$ cat src/rtl/frame_tx_scheduler.sv
// Ping-pong frame packer for the RHD sample stream; hands each completed frame
// to the ESP32 SPI master via a start/busy/done handshake with timeout and statistics.
module frame_tx_scheduler #(
    parameter int unsigned WORDS   = 64,
    parameter int unsigned WORD_W  = 16,
    parameter int unsigned ID_W    = 8,
    parameter int unsigned TIMEOUT = 65535
) (
    input  logic                      clk,
    input  logic                      rst_n,
    input  logic [WORD_W-1:0]         sample_data,
    input  logic                      sample_valid,
    input  logic                      esp_ready,
    output logic                      tx_start,
    input  logic                      tx_done,
    output logic [WORDS*WORD_W-1:0]   tx_frame,
    output logic [ID_W-1:0]           tx_frame_id,
    output logic [31:0]               frame_cnt,
    output logic [15:0]               drop_cnt,
    output logic [15:0]               abort_cnt,
    output logic                      tx_active
);

    localparam int unsigned IDX_W = $clog2(WORDS);
    localparam int unsigned TMR_W = $clog2(TIMEOUT + 1);
    localparam logic [IDX_W-1:0] LAST_IDX = IDX_W'(WORDS - 1);
    localparam logic [TMR_W-1:0] TMR_LAST = TMR_W'(TIMEOUT - 1);

    typedef enum logic [1:0] {
        BUF_EMPTY,
        BUF_PENDING,
        BUF_SENDING
    } buf_state_t;

    typedef enum logic {
        ST_IDLE,
        ST_SEND
    } tx_state_t;

    logic              esp_meta;
    logic              esp_ready_s;

    logic [WORD_W-1:0] buf_mem [2][WORDS];
    buf_state_t        buf_st  [2];
    logic [ID_W-1:0]   buf_id  [2];

    logic              wr_sel;
    logic [IDX_W-1:0]  wr_idx;
    logic [ID_W-1:0]   id_next;
    logic              rd_sel;
    logic [TMR_W-1:0]  timer;

    tx_state_t         state;
    tx_state_t         state_nxt;

    logic              frame_done;
    logic              other_free;
    logic              accept;
    logic              drop;
    logic              pend_any;
    logic              launch_sel;
    logic              launch;
    logic              release_now;
    logic              abort_now;

    always_ff @(posedge clk or negedge rst_n) begin
        if (!rst_n) begin
            esp_meta    <= 1'b0;
            esp_ready_s <= 1'b0;
        end else begin
            esp_meta    <= esp_ready;
            esp_ready_s <= esp_meta;
        end
    end

    // The writer's buffer is always EMPTY, so a pending frame normally sits in ~wr_sel.
    always_comb begin
        pend_any   = 1'b0;
        launch_sel = ~wr_sel;
        if (buf_st[~wr_sel] == BUF_PENDING) begin
            pend_any   = 1'b1;
            launch_sel = ~wr_sel;
        end else if (buf_st[wr_sel] == BUF_PENDING) begin
            pend_any   = 1'b1;
            launch_sel = wr_sel;
        end
    end

    always_ff @(posedge clk or negedge rst_n) begin
        if (!rst_n) begin
            state <= ST_IDLE;
        end else begin
            state <= state_nxt;
        end
    end

    always_comb begin
        state_nxt   = state;
        launch      = 1'b0;
        release_now = 1'b0;
        abort_now   = 1'b0;
        case (state)
            ST_IDLE: begin
                if (pend_any && esp_ready_s) begin
                    launch    = 1'b1;
                    state_nxt = ST_SEND;
                end
            end
            ST_SEND: begin
                if (tx_done) begin
                    release_now = 1'b1;
                    state_nxt   = ST_IDLE;
                end else if (timer == TMR_LAST) begin
                    release_now = 1'b1;
                    abort_now   = 1'b1;
                    state_nxt   = ST_IDLE;
                end
            end
            default: state_nxt = ST_IDLE;
        endcase
    end

    always_comb begin
        tx_active = (state == ST_SEND);
    end

    // A buffer released this cycle counts as free, so a coincident completion is kept.
    always_comb begin
        frame_done = sample_valid && (wr_idx == LAST_IDX);
        other_free = (buf_st[~wr_sel] == BUF_EMPTY) ||
                     (release_now && (rd_sel == ~wr_sel));
        accept     = frame_done && other_free;
        drop       = frame_done && !other_free;
    end

    always_ff @(posedge clk) begin
        if (sample_valid) begin
            buf_mem[wr_sel][wr_idx] <= sample_data;
        end
    end

    always_ff @(posedge clk or negedge rst_n) begin
        if (!rst_n) begin
            wr_sel    <= 1'b0;
            wr_idx    <= '0;
            id_next   <= '0;
            buf_id[0] <= '0;
            buf_id[1] <= '0;
        end else if (sample_valid) begin
            if (frame_done) begin
                wr_idx <= '0;
            end else begin
                wr_idx <= wr_idx + 1'b1;
            end
            if (accept) begin
                buf_id[wr_sel] <= id_next;
                id_next        <= id_next + 1'b1;
                wr_sel         <= ~wr_sel;
            end
        end
    end

    always_ff @(posedge clk or negedge rst_n) begin
        if (!rst_n) begin
            buf_st[0] <= BUF_EMPTY;
            buf_st[1] <= BUF_EMPTY;
        end else begin
            if (release_now) begin
                buf_st[rd_sel] <= BUF_EMPTY;
            end
            if (launch) begin
                buf_st[launch_sel] <= BUF_SENDING;
            end
            if (accept) begin
                buf_st[wr_sel] <= BUF_PENDING;
            end
        end
    end

    always_ff @(posedge clk or negedge rst_n) begin
        if (!rst_n) begin
            rd_sel      <= 1'b0;
            timer       <= '0;
            tx_start    <= 1'b0;
            tx_frame_id <= '0;
            frame_cnt   <= '0;
        end else begin
            tx_start <= launch;
            if (launch) begin
                rd_sel      <= launch_sel;
                timer       <= '0;
                tx_frame_id <= buf_id[launch_sel];
                frame_cnt   <= frame_cnt + 1'b1;
            end else if (state == ST_SEND) begin
                timer <= timer + 1'b1;
            end
        end
    end

    always_ff @(posedge clk or negedge rst_n) begin
        if (!rst_n) begin
            drop_cnt  <= '0;
            abort_cnt <= '0;
        end else begin
            if (drop && (drop_cnt != '1)) begin
                drop_cnt <= drop_cnt + 1'b1;
            end
            if (abort_now && (abort_cnt != '1)) begin
                abort_cnt <= abort_cnt + 1'b1;
            end
        end
    end

    // The frame register is loaded at launch and held, since the writer never touches a non-EMPTY buffer.
    always_ff @(posedge clk) begin
        if (launch) begin
            for (int unsigned k = 0; k < WORDS; k++) begin
                tx_frame[k*WORD_W +: WORD_W] <= buf_mem[launch_sel][k];
            end
        end
    end

endmodule

$ cat config.mk
export PLATFORM = sky130hd
export DESIGN_NAME = frame_tx_scheduler
export DESIGN_NICKNAME = d
export VERILOG_FILES = /design/src/rtl/frame_tx_scheduler.sv
export SDC_FILE = /design/constraint.sdc
export NUM_CORES = 2
export LEC_CHECK = 0
export CAP_MARGIN = 10
export CORE_MARGIN = 2
export CORE_UTILIZATION = 44
export CTS_BUF_LIST = sky130_fd_sc_hd__clkbuf_8
export DETAILED_ROUTE_END_ITERATION = 8
export GPL_ROUTABILITY_DRIVEN = 0
export PLACE_DENSITY = 0.67
export SLEW_MARGIN = 20
export SYNTH_ARGS = -nofsm -noshare
export SYNTH_HDL_FRONTEND = slang
export SYNTH_SLANG_ARGS = --single-unit
$ cat constraint.sdc
create_clock -name clk -period 30.8 [get_ports clk]
set_input_delay 3.08 -clock clk [delete_from_list [all_inputs] [get_ports clk]]
set_output_delay 3.08 -clock clk [all_outputs]
set_load 0.005 [all_outputs]
# [Yosys cells after proc, flatten, opt, wreduce, memory -nomap -nowiden]
# Memory sizes are Yosys's and may differ from the RTL's. A register that Yosys moved wholly into a read port is not among the register bits.
# Index checks and enable logic that the tools add are counted.
[op_classes] addsub=6 multipliers=0 div_mod_pow=0 order_cmp=9 n_eq_ne=7 n_shift=0 n_mux=42 bitwise=15 n_reduce_logical=16
[ops] cell="2-to-1 mux 1024 bit" n=1
[ops] cell="demux 16 bit (select 6 bit)" n=1
[ops] cell="adder 16 x 1 -> 16 bit (second input constant)" n=3
[ops] cell="2-to-1 mux 16 bit" n=3
[ops] cell="adder 32 x 1 -> 32 bit (second input constant)" n=1
[ops] cell="2-to-1 mux 8 bit" n=4
[ops] cell="inequality test 16 bit (second input constant)" n=2
[ops] cell="2-to-1 mux 2 bit" n=9
[ops] cell="bitwise mux 16 bit" n=1
[ops] cell="equality test 16 bit (second input constant)" n=1
[ops] cell="2-to-1 mux 1 bit" n=14
[ops] cell="2-to-1 mux 4 bit" n=3
[ops] cell="logical AND 1 bit" n=11
[ops] cell="adder 8 x 1 -> 8 bit (second input constant)" n=1
[ops] cell="demux 8 bit (select 1 bit)" n=1
[ops] cell="greater-or-equal comparator 2 bit (second input constant)" n=4
[ops] cell="inverter 1 -> 2 bit" n=4
[ops] cell="greater-or-equal comparator 7 bit (second input constant)" n=1
[ops] cell="< comparator 7 x 1 -> 1 bit (second input constant)" n=1
[ops] cell="inverter 6 -> 7 bit" n=1
[ops] cell="adder 6 x 1 -> 6 bit (second input constant)" n=1
[ops] cell="demux 2 bit (select 1 bit)" n=3
[ops] cell="equality test 6 bit (second input constant)" n=1
[ops] cell="< comparator 2 x 1 -> 1 bit (second input constant)" n=3
[ops] cell="15 further kinds" n=20
[totals] register_bits=128 latch_bits=0 ram_bits=2048 rom_bits=0 input_bits=21 elab_cells=113 memories=1
[mem_list] memory="buf_mem" depth=2 width=1024 rd=1 rd_clocked_by_memory_dff=1 write_ports=1 line_no="43" rtl="logic [WORD_W-1:0] buf_mem [2][WORDS];"

# [Longest topological paths before layout]
[logic_depth] word_depth=17 depth_mapped=9

# [Worst setup path before layout]
# Ideal clock, no wire load.
[synth_path] path_kind="reg2reg" startpoint="register buf_st[1] in the netlist's numbering" endpoint="register tx_start" setup_time_ps=3146 arrival_ps=28956 required_time_ps=27654 path_slack_ps=-1302 path_stages_with_launch=6 path_buffers=2 period_less_slack_ps=32102 path_cell_list="dfrtp_1 > nand2b_1 > a211o_1 > inv_1 > clkbuf_1 > clkbuf_1"
[synth_via] elab_chain_cells=9 elab_cells_between_ends=13 classes_between="2 x eq/ne; 10 x mux; 1 x reduce/logical"
[synth_lines] element="start, declared" line_no="44" rtl="buf_state_t buf_st [2];"
[synth_lines] element="2-to-1 mux 2 bit (implied by the code) (3 in a row)" line_no="83" rtl="end else if (buf_st[wr_sel] == BUF_PENDING) begin"
[synth_lines] element="equality test 2 x 1 -> 1 bit" line_no="83"
[synth_lines] element="2-to-1 mux 1 bit" line_no="83"
[synth_lines] element="2-to-1 mux 1 bit *" line_no="80" rtl="if (buf_st[~wr_sel] == BUF_PENDING) begin"
[synth_lines] element="logical AND 1 bit *" line_no="104" rtl="if (pend_any && esp_ready_s) begin"
[synth_lines] element="2-to-1 mux 1 bit *" line_no="104"
[synth_lines] element="2-to-1 mux 1 bit *" line_no="102" rtl="case (state)"
[synth_lines] element="net launch" line_no="62" rtl="logic launch;"
[synth_lines] element="end signal, assigned" line_no="188" rtl="tx_start <= launch;"
[synth_lines] element="end, declared" line_no="14" rtl="output logic tx_start,"
# The timed path passes the listed nets; every way through them passes the cells marked *. The select of a mux whose other input is x is not followed.
# A chain may end at the register's enable or synchronous reset.

# [Worst setup path after layout]
[layout_path] startpoint="register buf_st[1] in the netlist's numbering" endpoint="register tx_frame[508], read port of buf_mem (enable)"
[layout_via] elab_chain_cells=9 elab_cells_between_ends=15 classes_between="2 x eq/ne; 12 x mux; 1 x reduce/logical"
[layout_lines] element="2-to-1 mux 2 bit (implied by the code) (3 in a row)" line_no="83"
[layout_lines] element="equality test 2 x 1 -> 1 bit" line_no="83"
[layout_lines] element="2-to-1 mux 1 bit" line_no="83"
[layout_lines] element="2-to-1 mux 1 bit" line_no="80"
[layout_lines] element="logical AND 1 bit" line_no="104"
[layout_lines] element="2-to-1 mux 1 bit" line_no="104"
[layout_lines] element="2-to-1 mux 1 bit" line_no="102"
[layout_lines] element="end, declared" line_no="16" rtl="output logic [WORDS*WORD_W-1:0] tx_frame,"
# Parallel ways exist; a longest one is shown, timed or not. The select of a mux whose other input is x is not followed.

==> summary.md <==
| Metric | Value |
|---|---|
| Kind of critical path | `reg -> reg` |
| PD cells | `about 74 mW/mm^2` |
| Met1 Routed Length | `approximately 120000 um` |
| Ys Warns | `0` |
| Place WS | `around 25000 ps` |
| Area leader, netlist | `edfxtp_1` |
| Critical-path maximum fanout | `94` |
| Worst Hold Depth | `0` |
| Clk pwr share | `0.320` |
| Seq cells post-synth | `between 3000 and 4000` |
| Post-synthesis adder-cell area fraction | `0.000787` |
| Critical path endpoint category | `flip-flop` |
| Core Rows | `184` |
| Peak Freq | `between 150 and 200 MHz` |
| Total gr overflow | `0` |
| WL/cell | `~25 um` |
| Min Tclk post-route | `6220 ps` |
| Leakage Power | `slightly below 50 nW` |
| Num CTS Buffers | `about 500` |
| Final setup fails | `0` |
| Hold Crit Class | `reg -> reg` |
| Vias in the first global route | `roughly 60000` |
| Post-synthesis simple-gate area fraction | `0.120` |
| Port Buffer Count | `between 1000 and 1500` |
| Top-area cell type share of the netlist area | `0.829` |
| Synth async-reset ratio | `0.0400` |
| Final ANT Viol Nets | `0` |
| Startpoint types | `flip-flop` |
| Die X | `between 500 and 600 um` |
| Period Utilization, post-route | `0.202` |
| Top-Level Pins | `roughly 1100` |
| Top Metal Used | `met4` |
| Xor/xnor cell area share of the yosys netlist | `0.00567` |
| Crit path max-delay cell type | `buf_4` |
| Final worst-path setup slack | `approximately 25000 ps` |
| Largest family of logic cells by synthesized area | `simple AND/OR/NAND/NOR gates` |
| Status | `finished clean` |
| Part of the power in registers | `0.516` |
| Initial Util | `0.442` |
| Initial antenna violation count | `12` |
| Largest net degree at the start of global routing | `220` |
| Syn_area_per_cell | `around 16 um^2` |
| Routed met2 length | `149000 um` |
| Core area | `between 0.2 and 0.3 mm^2` |
| Hold-fix buffers at CTS | `0` |
| Worst-margin pin slew | `around 1300 ps` |
| Share of cells above drive strength 1 | `0.0962` |
| Syn_nets | `7092` |
| WL met3 | `about 28000 um` |
| Worst EP required | `between 30000 and 40000 ps` |
| CP Data Arrival Time | `between 6000 and 7000 ps` |
| Clk slew on worst S/H paths | `about 60 ps` |
| Post_cts resized | `0` |
| Complex-gate fraction of the synthesized area | `0.00339` |
| Cell Chain, Critical Path | `nand2b_1 > a211o_1 > inv_8 > buf_4 > buf_4 > buf_4 > buf_4 > buf_4` |
| Die area | `0.257 mm^2` |
| Setup TNS | `0 ps` |
| Mapped Cells | `slightly above 7000` |
| R2R depth | `8` |
| Worst IR Drop VDD | `0.0759 mV` |
| Reg2reg end | `tx_frame[508]$_DFFE_PN_` |
| Switching power | `a little under 0.003 W` |
| CTS max path bufs | `4` |
| Sw frac | `0.287` |
| Register area share after synthesis | `0.858` |
| Delay of the slowest critical-path stage | `about 770 ps` |
| Fill cells | `19723` |
| Max-cap violation count | `0` |
| Top_reg_cell synth | `edfxtp_1` |
| First-pass GRT wire length | `around 430000 um` |
| Post-synthesis mux area share | `0.00270` |
| Nets@finish | `between 8000 and 9000` |
| WL final | `309000 um` |
| Clock root buffer | `clkbuf_8` |
| CTS tree | `done` |
| Clock Skew | `139 ps` |
| Dominant cells by area after synthesis | `edfxtp_1, nand2_1, dfrtp_1` |
| End of the worst hold path | `esp_ready_s$_DFF_PN0_` |
| RSZ-0062 raised after global routing | `no` |
| Sink Count | `3200` |
| Tot GR Track Use | `0.235` |
| Area growth syn-to-layout | `22.2%` |
| Final Hold Viols | `0` |
| Synth unique cells | `roughly 50` |
| Final core occ | `0.541` |
| Final Cell Area | `0.136 mm^2` |
| Post-Place Cell Area | `around 0.13 mm^2` |
| Hold path start | `esp_meta$_DFF_PN0_` |
| DR iter-0 viols | `6945` |
| Post-synth EDFFs | `slightly above 3000` |
| H-tree depth | `5` |
| TritonRoute pass-1 iters | `6` |
| Post-Synthesis Cell Area | `0.111 mm^2` |
| Setup bufs post-CTS | `0` |
| R2r startpoint | `buf_st[1]$_DFF_PN0_` |
| Via density per instance | `5.13` |
| Slew Viols, Final | `0` |
| Post-DP HPWL | `188000 um` |
| DRC viols | `0` |
| Internal power | `0.00718 W` |
| Most frequent CP cell | `buf_4` |
| Reg2reg setup slack | `24580 ps` |
| Via count | `63082` |
| Comb pwr share | `0.164` |
| Worst-skew pair later-pin latency | `around 1200 ps` |
| Die Y-Extent | `between 500 and 600 um` |
| Slew margin rel. | `0.147` |
==> worst max-delay path: cells and delay by family, from the launching register on <==
family          cells  cell delay (ps)
compound gates      1              660
buf+inv             6             4210
simple gates        1              240
flops               1              400
==> cell type report <==
cell class,instances,area [um^2],area share
flip-flops and latches,3200,95500,0.702
repair buffers,1276,12500,0.0920
clock buffers,505,6950,0.0511
diodes,11,27.5,0.000202
well taps,3348,4190,0.0308
inverters,9,41.3,0.000304
multi-input cells,3602,14900,0.110
clock inverters,348,1860,0.0137
==> synthesized netlist by cell type, drive strengths merged (2+ instances only) <==
master and number:
and3 20, nand4 24, dfrtp 128, o211ai 7, inv 9, and2 4, clkbuf 188, xor2 25
nand3 51, nor4 12, buf 65, a2111oi 2, or3 2, nand2b 3, nor3 6, xnor2 47
o31ai 4, ha 7, o221a 2, nor2b 7, a31oi 8, o21ai 9, o2111ai 2, o221ai 2
nor4b 2, and4 14, nor2 151, nand2 3150, mux2i 3, a21oi 4, mux2 24, edfxtp 3072
==> through the flow <==
stage | power (W) | cells | hold WS, ps
final | 0.0101 | 12299 | 353
after global routing | 0.0105 | 12292 | 360
after CTS | 0.0102 | 12287 | 351
after detailed placement | 0.00695 | 11434 | 338
after global placement | 0.00692 | 11434 | 339
after floorplan | 0.00623 | 7064 | 331
==> how the worst max path moves through the flow <==
stage / startpoint / end / depth (start not counted)
global route: buf_st[1]$_DFF_PN0_ / tx_frame[508]$_DFFE_PN_ / 8
CTS: buf_st[1]$_DFF_PN0_ / tx_frame[508]$_DFFE_PN_ / 8
global placement: sample_valid / buf_mem[1][934]$_DFFE_PP_ / 5
finish: buf_st[1]$_DFF_PN0_ / tx_frame[508]$_DFFE_PN_ / 8
floorplan: buf_st[1]$_DFF_PN0_ / tx_start$_DFF_PN0_ / 5
detailed placement: buf_st[1]$_DFF_PN0_ / tx_frame[363]$_DFFE_PN_ / 8
==> power by group through the flow <==
stage	combinational, W	clock, W	sequential, W
5_1_grt	0.00182	0.00346	0.00521
2_1_floorplan	0.000889	0	0.00534
6_report	0.00165	0.00322	0.00520
3_5_place_dp	0.00167	0	0.00529
4_1_cts	0.00168	0.00328	0.00520
3_3_place_gp	0.00164	0	0.00529
==> registers in the layout (all words and copies together), names as in the netlist <==
register     cells
drop_cnt        16
wr_idx           6
wr_sel           1
abort_cnt       16
tx_active        1
esp_ready_s      1
buf_id          16
timer           16
tx_start         1
esp_meta         1
tx_frame      1024
id_next          8
buf_mem       2048
tx_frame_id      8
frame_cnt       32
rd_sel           1
buf_st           4
==> routing by layer <==
layer	track usage	up-vias
met5	0	-
met4	0.0824	0
met3	0.0531	468
met2	0.381	3117
met1	0.315	31673
li1	-	27824
==> cells by family (layout without fill, tap and decap cells) <==
kind of cell / count (synthesis) / after routing
compound gates: 45 / 45
flops: 3200 / 3200
buf+inv: 262 / 2138
simple gates: 3451 / 3451
fa+ha+maj: 7 / 7
xor+xnor: 72 / 72
other cells: 0 / 11
mux: 27 / 27
==> cells in the final DEF (no fill, tap or decap), drive strengths merged, types with 25 or more instances in the layout <==
| master | netlist | layout |
|---|---|---|
| xor2 | 25 | 25 |
| clkbuf | 188 | 505 |
| nand3 | 51 | 51 |
| dfrtp | 128 | 128 |
| nand2 | 3150 | 3150 |
| inv | 9 | 167 |
| buf | 65 | 175 |
| nor2 | 151 | 151 |
| xnor2 | 47 | 47 |
| clkinv | 0 | 169 |
| edfxtp | 3072 | 3072 |
| clkdlybuf4s50 | 0 | 1101 |
No activity file was read; power rests on OpenSTA's default activity.
